`src/rtl/spi_slave_responder_pkg.sv`:
```
// Shared types and helpers for the SPI responder: FSM state encoding and
// the bit-counter width function.
package spi_slave_pkg;

   typedef enum logic [1:0] {
      WAIT_IDLE = 2'd0,
      IDLE      = 2'd1,
      ACTIVE    = 2'd2
   } state_t;

   // clk_clk must run at least this many times faster than SCLK
   localparam int MIN_OVERSAMPLE = 8;

   function automatic int clog2(input int value);
      int width;
      width = 1;
      for (int i = 1; i < 32; i++) begin
         if ((1 << i) < value) begin
            width = i + 1;
         end
      end
      return width;
   endfunction

endpackage

```
`src/rtl/spi_slave_responder_sync_edge.sv`:
```
// Multi-stage synchronizer for one asynchronous SPI pin, with rise/fall
// detection taken from the synchronized level.
module spi_sync_edge #(
   parameter int   STAGES  = 2,
   parameter logic RST_VAL = 1'b0
) (
   input  logic clk,
   input  logic rst_n,
   input  logic din,
   output logic level,
   output logic rise,
   output logic fall
);

   logic [STAGES-1:0] chain;
   logic              prev;

   always_ff @(posedge clk) begin
      if (!rst_n) begin
         chain <= {STAGES{RST_VAL}};
         prev  <= RST_VAL;
      end else begin
         chain <= {chain[STAGES-2:0], din};
         prev  <= chain[STAGES-1];
      end
   end

   assign level = chain[STAGES-1];
   assign rise  = level & ~prev;
   assign fall  = ~level & prev;

endmodule

```
`src/rtl/spi_slave_responder.sv`:
```
// Mode 0, MSB-first SPI responder oversampled in the system clock domain,
// bridging the SPI link to rx valid-pulse and tx ready/valid streams.
//
// state     | meaning
// ----------+-------------------------------------------------------------
// WAIT_IDLE | after reset; waits for SS_n high so a frame in flight is dropped
// IDLE      | deselected; SS_n falling edge starts a frame and loads tx word
// ACTIVE    | selected; shifting on SCLK edges, SS_n high ends the frame
module spi_slave_responder
   import spi_slave_pkg::*;
#(
   parameter int                    DATA_WIDTH  = 8,
   parameter int                    SYNC_STAGES = 2,
   parameter logic [DATA_WIDTH-1:0] FILL_WORD   = '1
) (
   input  logic                  clk_clk,
   input  logic                  reset_reset_n,
   input  logic                  spi_sclk,
   input  logic                  spi_mosi,
   input  logic                  spi_ss_n,
   output logic                  spi_miso,
   output logic                  spi_miso_oe,
   output logic [DATA_WIDTH-1:0] rx_data,
   output logic                  rx_valid,
   input  logic [DATA_WIDTH-1:0] tx_data,
   input  logic                  tx_valid,
   output logic                  tx_ready,
   output logic                  tx_underrun,
   output logic                  frame_err,
   output logic                  busy
);

   localparam int            CW       = clog2(DATA_WIDTH);
   localparam logic [CW-1:0] LAST_BIT = CW'(DATA_WIDTH - 1);

   logic sclk_level_unused, sclk_rise, sclk_fall;
   logic mosi_q, mosi_rise_unused, mosi_fall_unused;
   logic ss_q, ss_rise_unused, ss_fall;

   state_t                state, state_nxt;
   logic [CW-1:0]         bitcnt;
   logic [DATA_WIDTH-1:0] rx_shreg;
   logic [DATA_WIDTH-1:0] tx_shreg;
   logic                  word_done;

   logic load, shift_in, shift_out, frame_end, abort;

   spi_sync_edge #(.STAGES(SYNC_STAGES), .RST_VAL(1'b0)) u_sync_sclk (
      .clk   (clk_clk),
      .rst_n (reset_reset_n),
      .din   (spi_sclk),
      .level (sclk_level_unused),
      .rise  (sclk_rise),
      .fall  (sclk_fall)
   );

   spi_sync_edge #(.STAGES(SYNC_STAGES), .RST_VAL(1'b0)) u_sync_mosi (
      .clk   (clk_clk),
      .rst_n (reset_reset_n),
      .din   (spi_mosi),
      .level (mosi_q),
      .rise  (mosi_rise_unused),
      .fall  (mosi_fall_unused)
   );

   // SS_n resets to "selected" so a frame already running at release is ignored
   spi_sync_edge #(.STAGES(SYNC_STAGES), .RST_VAL(1'b0)) u_sync_ss (
      .clk   (clk_clk),
      .rst_n (reset_reset_n),
      .din   (spi_ss_n),
      .level (ss_q),
      .rise  (ss_rise_unused),
      .fall  (ss_fall)
   );

   always_comb begin
      state_nxt = state;
      load      = 1'b0;
      shift_in  = 1'b0;
      shift_out = 1'b0;
      frame_end = 1'b0;
      abort     = 1'b0;
      case (state)
         WAIT_IDLE: begin
            if (ss_q) begin
               state_nxt = IDLE;
            end
         end
         IDLE: begin
            if (ss_fall) begin
               state_nxt = ACTIVE;
               load      = 1'b1;
            end
         end
         ACTIVE: begin
            // deselect wins over any SCLK edge seen in the same cycle
            if (ss_q) begin
               state_nxt = IDLE;
               frame_end = 1'b1;
               abort     = (bitcnt != '0);
            end else if (sclk_rise) begin
               shift_in = 1'b1;
            end else if (sclk_fall) begin
               if (word_done) begin
                  load = 1'b1;
               end else begin
                  shift_out = 1'b1;
               end
            end
         end
         default: begin
            state_nxt = WAIT_IDLE;
         end
      endcase
   end

   always_ff @(posedge clk_clk) begin
      if (!reset_reset_n) begin
         state     <= WAIT_IDLE;
         bitcnt    <= '0;
         rx_shreg  <= '0;
         tx_shreg  <= '0;
         word_done <= 1'b0;
         rx_data   <= '0;
         rx_valid  <= 1'b0;
         frame_err <= 1'b0;
      end else begin
         state     <= state_nxt;
         rx_valid  <= 1'b0;
         frame_err <= abort;

         if (load) begin
            tx_shreg  <= tx_valid ? tx_data : FILL_WORD;
            bitcnt    <= '0;
            word_done <= 1'b0;
         end else if (shift_out) begin
            tx_shreg <= tx_shreg << 1;
         end

         if (shift_in) begin
            rx_shreg <= {rx_shreg[DATA_WIDTH-2:0], mosi_q};
            if (bitcnt == LAST_BIT) begin
               bitcnt    <= '0;
               word_done <= 1'b1;
               rx_data   <= {rx_shreg[DATA_WIDTH-2:0], mosi_q};
               rx_valid  <= 1'b1;
            end else begin
               bitcnt <= bitcnt + CW'(1);
            end
         end

         // partial words are dropped; a pending reload is cancelled
         if (frame_end) begin
            bitcnt    <= '0;
            word_done <= 1'b0;
         end
      end
   end

   assign busy        = (state == ACTIVE);
   assign spi_miso_oe = busy;
   assign spi_miso    = busy & tx_shreg[DATA_WIDTH-1];
   assign tx_ready    = load;
   assign tx_underrun = load & ~tx_valid;

endmodule

```
`config.mk`:
```
export PLATFORM = sky130hd
export DESIGN_NAME = spi_slave_responder
export DESIGN_NICKNAME = d
export VERILOG_FILES = /design/src/rtl/spi_slave_responder_pkg.sv /design/src/rtl/spi_slave_responder_sync_edge.sv /design/src/rtl/spi_slave_responder.sv
export SDC_FILE = /design/constraint.sdc
export NUM_CORES = 1
export LEC_CHECK = 0
export ABC_CLOCK_PERIOD_IN_PS = 2100
export CAP_MARGIN = 10
export CORE_MARGIN = 2
export CORE_UTILIZATION = 30
export DETAILED_ROUTE_END_ITERATION = 10
export SYNTH_ARGS = -nofsm -noshare
export SYNTH_HDL_FRONTEND = slang
export SYNTH_HIERARCHICAL = 1
export SYNTH_SLANG_ARGS = --single-unit
```
`constraint.sdc`:
```
create_clock -name clk_clk -period 2.1 [get_ports clk_clk]
set_input_delay 0.42 -clock clk_clk [delete_from_list [all_inputs] [get_ports clk_clk]]
set_output_delay 0.42 -clock clk_clk [all_outputs]
set_load 0.01 [all_outputs]
```
==> results_dict.tcl, run 1 <==
set metrics [dict create \
    critPathMaxStageDelay_ns 0.60 \
    sequentialPowerShare_pct 55.1 \
    intPower_w 0.00179 \
    dr.pass1.iters 5 \
    fp.coreArea_um2 10800 \
    fin_crit_ns 2.02 \
    hold_path_startpoint "u_sync_sclk/chain[0]$_SDFF_PN0_" \
    yosys_warnings 6 \
    regToRegEndpoint "bitcnt[24]$_SDFFE_PP0P_" \
    finalCritPeriodShare_pct 96.4 \
    track_usage_pct 13.9 \
    setup_slack_ns 0.0755 \
    r2r_slack_ns 0.08 \
    worstPathRequired_ns 2.37 \
    clockPowerShare_pct 39.6 \
    reg2reg_depth 6 \
    synth_cells 398 \
    holdPathStages 1 \
    relSlewSlack_pct 68.4 \
    area_delta_synth_final_pct 26.5 \
    switching_power_w 0.000584 \
    path_cells "buf_4, nand4_1, or4_4, nor4_4, a31oi_1, a31oi_1" \
    preCtsSetupSlack_ns -0.0462 \
    crit_top_cell "a31oi_1" \
    use_met3_pct 2.79 \
    worstPathMaxFanout 7 \
    hold_path_class "reg -> reg" \
    p_comb_share_pct 5.3 \
    avgSynthCellArea_um2 8.40 \
    cts_tree "built" \
    tightest_slew_ns 0.471 \
    io_pins 29 \
    cp_top_family "simple AND/OR/NAND/NOR gates" \
    grt_use_met2_pct 22.0 \
    use_met1_pct 18.7 \
    fmax_ghz 0.494 \
    status "finished, final reports clean" \
    clock_sinks 68 \
    antenna_found_initial 0 \
    die_area_um2 12000 \
    critPathCaptureType "flip-flop" \
    whs_ns 0.436 \
    avgViaCountPerCell 5.14 \
    diodes 0 \
    fin_skew_ns 0.0118 \
    drv_cap 0 \
    path_clk_slew_ns 0.08 \
    setup_viol 0 \
    grt_start_max_net_pins 38 \
    syn_nets 418 \
    p_leak_nw 1.57 \
    cts_buffer_depth 2 \
    dr_total_vias 3086 \
    drt_wl_total_mm 7.68 \
    start_util_pct 30.8 \
    cts_inserted_buffers 9 \
    overflow 0 \
    p_per_area_nw_per_um2 560 \
    hold_viol 0 \
    final_layout_size_suffix_gt1_share_pct 20.4 \
    grt_pass1_vias 2925 \
    slew_violations 0 \
    htreeDepth 3 \
    layout.nets 475 \
    gr-max-usage-layer "met2" \
    num_rows 38 \
    gp_congestion 0.830 \
    p_sw_share_pct 24.7 \
    numPortBuffers 28 \
    die_x_um 110 \
    syn_area_um2 3340 \
    cts_root_buffer "clkbuf_8" \
    grt_pass1_wl_mm 13.4 \
    cts_hold_buf 0 \
    drc 0 \
    critPathKind "reg -> reg" \
    detail-route-antenna-nets 0 \
    clock_latency_ns 0.35 \
    wl_per_cell_um 12.8 \
    die_h_um 110 \
    utilization_pct 39.0 \
    arrival_ns 2.30 \
    critPathLaunchType "flip-flop" \
    dpl.hpwl_mm 5.36 \
    drt_iter0_markers 122 \
    power.total_w 0.00237 \
    r2r-start "bitcnt[4]$_SDFFE_PP0P_" \
    worstHoldEndpoint "u_sync_sclk/chain[1]$_SDFF_PN0_" \
    ir_drop_uv 355 \
    slowest_stage "or4_4" \
    worst-path-buf-inv 1 \
]
==> worst register-to-register path: cells and delay by family (launching register included) <==
family                 cells  cell delay (ns)
AOI/OAI and AO/OA          2             0.30
DFF                        1             0.33
and+or+nand+nor            3             1.17
buffers and inverters      1             0.14
==> power by group through the flow <==
| stage | logic (W) | clock network, W | registers [W] |
|---|---|---|---|
| 2_1_floorplan | 0.0000597 | 0 | 0.00133 |
| 3_3_place_gp | 0.000123 | 0 | 0.00134 |
| 3_5_place_dp | 0.000124 | 0 | 0.00134 |
| 4_1_cts | 0.000126 | 0.000964 | 0.00130 |
| 5_1_grt | 0.000140 | 0.00102 | 0.00131 |
| 6_report | 0.000126 | 0.000939 | 0.00131 |
==> area by class of cell <==
class,instances,area (um^2)
repair buffers,69,602
inverters,7,26.3
flip-flops and latches,68,1380
multi-input cells,300,1880
clock inverters,7,43.8
fillers,1143,6610
clock buffers,9,124
well taps,140,175
==> cell usage in the layout, fill, tap and decap left out, types with 11 or more instances in the layout <==
cell	count
clkdlybuf4s50_1	25
dfxtp_1	55
a21oi_1	33
a31oi_1	17
buf_4	39
mux2i_1	15
nand4_1	11
nand3_1	34
and2_1	12
dfxtp_2	13
nand2_1	50
nor2_1	23
==> how the worst max path moves through the flow <==
stage,from,to,cells past startpoint
2_1_floorplan,state[0]$_SDFFE_PN0P_,tx_ready,7
3_3_place_gp,bitcnt[0]$_SDFFE_PP0P_,bitcnt[18]$_SDFFE_PP0P_,7
3_5_place_dp,bitcnt[0]$_SDFFE_PP0P_,bitcnt[18]$_SDFFE_PP0P_,7
4_1_cts,state[0]$_SDFFE_PN0P_,tx_underrun,7
5_1_grt,u_sync_sclk/chain[1]$_SDFF_PN0_,tx_underrun,6
6_report,bitcnt[4]$_SDFFE_PP0P_,bitcnt[24]$_SDFFE_PP0P_,6
==> flip-flops by register name (all words and copies together) (netlist names) <==
name and flops:
bitcnt 32, rx_data 8, tx_shreg 8, rx_shreg 7, state 2, u_sync_mosi/chain 2, u_sync_sclk/chain 2, u_sync_ss/chain 2
frame_err 1, rx_valid 1, u_sync_sclk/prev 1, u_sync_ss/prev 1, word_done 1
==> metrics by stage <==
stage          instances  instance area [um^2]  setup TNS (ns)
2_1_floorplan        398                  3340               0
3_3_place_gp         578                  3950               0
3_5_place_dp         578                  3950         -0.0651
4_1_cts              595                  4130               0
5_1_grt              600                  4230        -0.00381
6_report             600                  4230               0
==> timing repair <==
item                                    CTS  global route
hold endpoints to repair                  0             0
endpoints found under the setup margin   12            26
buffers inserted                          1             6
pin swaps                                 0             8
gates resized for setup                  12            23
==> per-layer routing <==
| metal | part of all wire [%] | vias up |
|---|---|---|
| met5 | 0 | - |
| met4 | 1.8 | 0 |
| met3 | 3.7 | 15 |
| met2 | 46 | 66 |
| met1 | 48 | 1445 |
| li1 | - | 1560 |
No activity file was read; power rests on OpenSTA's default activity.
==> run 2, diff against run 1 <==
CORE_UTILIZATION = 45   (was 30)
PLACE_DENSITY = 0.67   (was default)
==> run 2 against run 1 <==
Net effect:
- flip-flop and latch count unchanged
- sequential power about the same
- register-to-register slack about the same
- cell area increased by 1.1%
- cell count decreased by 6.0%
- first-iteration DRC count increased by 34%
- clock power increased by 29%
- via count about the same
- non-clock buffer count increased by 5
- critical path depth increased by 1
- total power increased by 12%
- global-route usage increased by 5.3 points
- critical path type is now reg -> out
- critical endpoint is now tx_underrun
- largest power group unchanged
==> results_dict.tcl, run 2 (synthesis gave the netlist of run 1 again) <==
set metrics [dict create \
    slowest_stage "dfxtp_2" \
    hold_viol 0 \
    intPower_w 0.00205 \
    drt_wl_total_mm 7.83 \
    fin_setup_tns_ns 0 \
    dr_total_vias 3089 \
    io_pins 29 \
    htreeDepth 3 \
    antenna_found_initial 0 \
    critPathLaunchType "flip-flop" \
    detail-route-antenna-nets 0 \
    r2r_slack_ns 0.09 \
    largest_reg_flops 32 \
    cp_top_family "simple AND/OR/NAND/NOR gates" \
    fill_cells 665 \
    drv_cap 0 \
    grt_pass1_wl_mm 13.0 \
    p_leak_nw 1.63 \
    die_area_um2 8130 \
    hold_path_startpoint "u_sync_ss/chain[0]$_SDFF_PN0_" \
    power.total_w 0.00265 \
    finalInstanceArea_um2 4270 \
    cts_root_buffer "clkbuf_8" \
    holdPathStages 1 \
    clock_latency_ns 0.34 \
    worstPathMaxFanout 3 \
    p_per_area_nw_per_um2 619 \
    fin_skew_ns 0.00615 \
    critPathCaptureType "output pin" \
    overflow 0 \
    num_rows 31 \
    sequentialPowerShare_pct 49.2 \
    avgViaCountPerCell 5.48 \
    numPortBuffers 28 \
    reg2reg_depth 10 \
    fmax_ghz 0.496 \
    cts_inserted_buffers 9 \
    drt_iter0_markers 163 \
    wl_per_cell_um 13.9 \
    placed_area_um2 3930 \
    worstPathRequired_ns 1.68 \
    die_x_um 90.2 \
    tightest_slew_ns 0.433 \
    r2r-start "state[0]$_SDFFE_PN0P_" \
    cts_hold_buf 0 \
    final_common_cell "dfxtp_1" \
    critPathKind "reg -> out" \
    arrival_ns 1.60 \
    p_sw_share_pct 22.7 \
    grt_pass1_vias 2821 \
    hold_path_class "reg -> reg" \
    grt_start_max_net_pins 38 \
    layout.nets 480 \
    final_layout_size_suffix_gt1_share_pct 20.9 \
    clock_sinks 68 \
    start_util_pct 46.3 \
    clockPowerShare_pct 45.5 \
    die_h_um 90.2 \
    largest-register "bitcnt" \
    regToRegEndpoint "bitcnt[18]$_SDFFE_PP0P_" \
    diodes 0 \
    path_clk_slew_ns 0.07 \
    finalCritPeriodShare_pct 96.1 \
    slew_violations 0 \
    status "finished, final reports clean" \
    track_usage_pct 19.3 \
    switching_power_w 0.000602 \
    worst-path-buf-inv 2 \
    area_delta_synth_final_pct 27.9 \
    ir_drop_uv 444 \
    worstHoldEndpoint "u_sync_ss/chain[1]$_SDFF_PN0_" \
    fp.coreArea_um2 7210 \
    drc 0 \
    critPathMaxStageDelay_ns 0.33 \
    path_cells "inv_2, ha_4, and4bb_2, a22o_1, nand2_2, nor2_1, buf_2" \
    final_cell_mix "dfxtp_1, nand2_1, buf_4, a21oi_1, nand3_1" \
    top_regs "bitcnt: 32 flops, rx_data: 8 flops, tx_shreg: 8 flops" \
    dpl.hpwl_mm 5.37 \
    setup_viol 0 \
    relSlewSlack_pct 70.9 \
    cts_buffer_depth 2 \
    utilization_pct 59.2 \
    gp_congestion 0.805 \
    fin_crit_ns 2.02 \
    p_comb_share_pct 5.3 \
    dr.pass1.iters 5 \
    cts_tree "built" \
]
[run 2: layout make-up]
| class | count | area, um^2 | area share (%) |
|---|---|---|---|
| clock buffer | 9 | 124 | 2.90 |
| clock inverter | 7 | 101 | 2.37 |
| inverter | 7 | 26.3 | 0.615 |
| multi-input combinational | 300 | 1870 | 43.6 |
| sequential | 68 | 1380 | 32.3 |
| tap | 99 | 124 | 2.90 |
| timing repair buffer | 74 | 652 | 15.3 |
[run 2: metal layers]
metal  up-vias  wire length (um)  track usage [%]
met5         -                 0                0
met4         0                44             5.26
met3         4               325             4.95
met2        65              3750             31.0
met1      1448              3710             25.7
li1       1572                 -                -
[run 2: what timing repair did]
item | 4_1_cts | 5_1_grt
gates resized for setup | 12 | 22
endpoints found under the setup margin | 13 | 22
pin swaps | 2 | 10
setup buffers | 1 | 6
[run 2: worst max path at each step]
stage	slack, ns	endpoint	start	depth (start not counted)
after detailed placement	-0.04	bitcnt[18]$_SDFFE_PP0P_	bitcnt[8]$_SDFFE_PP0P_	5
after global placement	-0.02	bitcnt[18]$_SDFFE_PP0P_	bitcnt[10]$_SDFFE_PP0P_	5
after CTS	0.02	bitcnt[18]$_SDFFE_PP0P_	bitcnt[0]$_SDFFE_PP0P_	7
final	0.08	tx_underrun	state[0]$_SDFFE_PN0P_	7
after floorplan	0.006	tx_ready	state[0]$_SDFFE_PN0P_	7
after global routing	-0.003	tx_underrun	state[0]$_SDFFE_PN0P_	7
[run 2: power groups by stage]
stage | Clock, W | Combinational [W] | Sequential [W]
floorplan | 0 | 0.0000597 | 0.00133
CTS | 0.00122 | 0.000129 | 0.00130
detailed placement | 0 | 0.000127 | 0.00133
finish | 0.00121 | 0.000140 | 0.00130
global route | 0.00129 | 0.000150 | 0.00130
global placement | 0 | 0.000125 | 0.00133
[run 2: per-stage QoR]
step / hold WS [ns] / std cells / setup slack, ns
4_1_cts: 0.440 / 558 / 0.0195
5_1_grt: 0.450 / 564 / -0.00290
3_3_place_gp: 0.414 / 541 / -0.0241
2_1_floorplan: 0.412 / 398 / 0.00579
3_5_place_dp: 0.420 / 541 / -0.0377
6_report: 0.439 / 564 / 0.0829
==> run 3, diff against run 2 <==
ABC_CLOCK_PERIOD_IN_PS = 2480   (was 2100)
CAP_MARGIN = default   (was 10)
PLACE_DENSITY = default   (was 0.67)
clock period = 2.48 ns   (was 2.1 ns; I/O delays follow)
==> run 3 against run 2 <==
Net effect:
- routed wire length decreased by 5.4%
- worst hold slack improved by 0.0055 ns
- utilization decreased by 4.8 points
- total power decreased by 18%
- critical path depth unchanged
- sequential share of layout area increased by 2.4 points
- first-iteration DRC count decreased by 9.2%
- critical endpoint unchanged
- largest power group unchanged
- highest routed layer unchanged
==> results_dict.tcl, run 3 (synthesis gave the netlist of run 1 again) <==
set metrics [dict create \
    clock_sinks 68 \
    dr.pass1.iters 4 \
    hold_viol 0 \
    worstPathRequired_ns 1.98 \
    fin_skew_ns 0.00764 \
    hold_path_class "reg -> reg" \
    r2r_slack_ns 0.27 \
    intPower_w 0.00163 \
    dpl.hpwl_mm 5.01 \
    overflow 0 \
    track_usage_pct 19.4 \
    cts_inserted_buffers 9 \
    critPathLaunchType "flip-flop" \
    critPathCaptureType "output pin" \
    switching_power_w 0.000547 \
    worstHoldEndpoint "u_sync_mosi/chain[1]$_SDFF_PN0_" \
    cts_root_buffer "clkbuf_8" \
    fin_setup_tns_ns 0 \
    r2r-start "bitcnt[1]$_SDFFE_PP0P_" \
    io_pins 29 \
    clockPowerShare_pct 44.9 \
    sequentialPowerShare_pct 50.9 \
    die_h_um 90.2 \
    dr_total_vias 2948 \
    area_delta_synth_final_pct 17.5 \
    drc 0 \
    largest_reg_flops 32 \
    relSlewSlack_pct 60.7 \
    power.total_w 0.00217 \
    drv_cap 0 \
    final_common_cell "dfxtp_1" \
    holdPathStages 1 \
    htreeDepth 3 \
    num_rows 31 \
    final_cell_mix "dfxtp_1, nand2_1, nand3_1, a21oi_1, clkdlybuf4s50_1" \
    slew_violations 0 \
    path_clk_slew_ns 0.08 \
    p_comb_share_pct 4.1 \
    diodes 0 \
    utilization_pct 54.4 \
    gp_congestion 0.790 \
    p_per_area_nw_per_um2 554 \
    top_regs "bitcnt: 32 flops, rx_data: 8 flops, tx_shreg: 8 flops" \
    avgViaCountPerCell 5.57 \
    final_layout_size_suffix_gt1_share_pct 9.30 \
    placed_area_um2 3710 \
    largest-register "bitcnt" \
    drt_iter0_markers 148 \
    p_leak_nw 1.43 \
    grt_start_max_net_pins 38 \
    worstPathMaxFanout 4 \
    cts_tree "built" \
    grt_pass1_wl_mm 13.1 \
    finalCritPeriodShare_pct 95.1 \
    cts_hold_buf 0 \
    arrival_ns 1.86 \
    layout.nets 445 \
    fin_crit_ns 2.36 \
    reg2reg_depth 7 \
    rsz0062_at_grt "false" \
    cts_buffer_depth 2 \
    fmax_ghz 0.424 \
    tightest_slew_ns 0.587 \
    numPortBuffers 28 \
    fp.coreArea_um2 7210 \
    detail-route-antenna-nets 0 \
    antenna_found_initial 0 \
    status "finished, final reports clean" \
    ir_drop_uv 329 \
    hold_path_startpoint "u_sync_mosi/chain[0]$_SDFF_PN0_" \
    p_sw_share_pct 25.2 \
    fill_cells 701 \
    wl_per_cell_um 14.0 \
    finalInstanceArea_um2 3930 \
    setup_viol 0 \
    grt_pass1_vias 2785 \
    die_area_um2 8130 \
    die_x_um 90.2 \
    start_util_pct 46.3 \
    regToRegEndpoint "bitcnt[12]$_SDFFE_PP0P_" \
    clock_latency_ns 0.35 \
    drt_wl_total_mm 7.41 \
    critPathKind "reg -> out" \
]
## run 3: cell type report
class | instances | area (um^2) | area share (%)
Multi-Input combinational cell | 300 | 1820 | 46.4
Sequential cell | 68 | 1360 | 34.7
Clock buffer | 9 | 124 | 3.15
Timing Repair Buffer | 39 | 385 | 9.82
Tap cell | 99 | 124 | 3.15
Clock inverter | 7 | 82.6 | 2.10
Inverter | 7 | 26.3 | 0.669
## run 3: power groups by stage
stage	logic (W)	clock network (W)	registers, W
floorplan	0.0000506	0	0.00113
global placement	0.0000890	0	0.00113
detailed placement	0.0000903	0	0.00113
CTS	0.0000908	0.000999	0.00111
global route	0.0000994	0.00105	0.00111
finish	0.0000900	0.000977	0.00111
## run 3: what timing repair did
item | CTS | global route
resized for setup | 3 | 0
setup buffers | 1 | 0
setup endpoints to repair | 2 | 0
## run 3: worst max path at each step
| stage | startpoint | end | slack, ns |
|---|---|---|---|
| 2_1_floorplan | state[0]$_SDFFE_PN0P_ | tx_ready | 0.31 |
| 3_3_place_gp | state[0]$_SDFFE_PN0P_ | tx_underrun | 0.26 |
| 3_5_place_dp | state[0]$_SDFFE_PN0P_ | bitcnt[19]$_SDFFE_PP0P_ | 0.23 |
| 4_1_cts | state[0]$_SDFFE_PN0P_ | tx_underrun | 0.11 |
| 5_1_grt | u_sync_sclk/chain[1]$_SDFF_PN0_ | tx_underrun | 0.005 |
| 6_report | state[0]$_SDFFE_PN0P_ | tx_underrun | 0.12 |
## run 3: critical path, stage by stage (launching register included)
cell           delay (ns)
dfxtp_2              0.36
inv_1                0.06
ha_1                 0.20
and4bb_2             0.24
a22o_1               0.22
nand2_1              0.11
nor2_1               0.05
dlygate4sd2_1        0.27
## run 3: per-stage QoR
stage          hold WS [ns]  worst slack, ns  std cells
4_1_cts               0.448            0.110        529
2_1_floorplan         0.412            0.310        398
3_5_place_dp          0.427            0.226        512
6_report              0.444            0.123        529
3_3_place_gp          0.418            0.260        512
5_1_grt               0.471          0.00529        529
## run 3: per-layer routing
layer | vias to the layer above | wire (um) | GRT usage (%)
met5 | - | 0 | 0
met4 | 0 | 127 | 6.67
met2 | 64 | 3280 | 30.6
met1 | 1366 | 3670 | 25.9
met3 | 13 | 338 | 4.69
li1 | 1505 | - | -
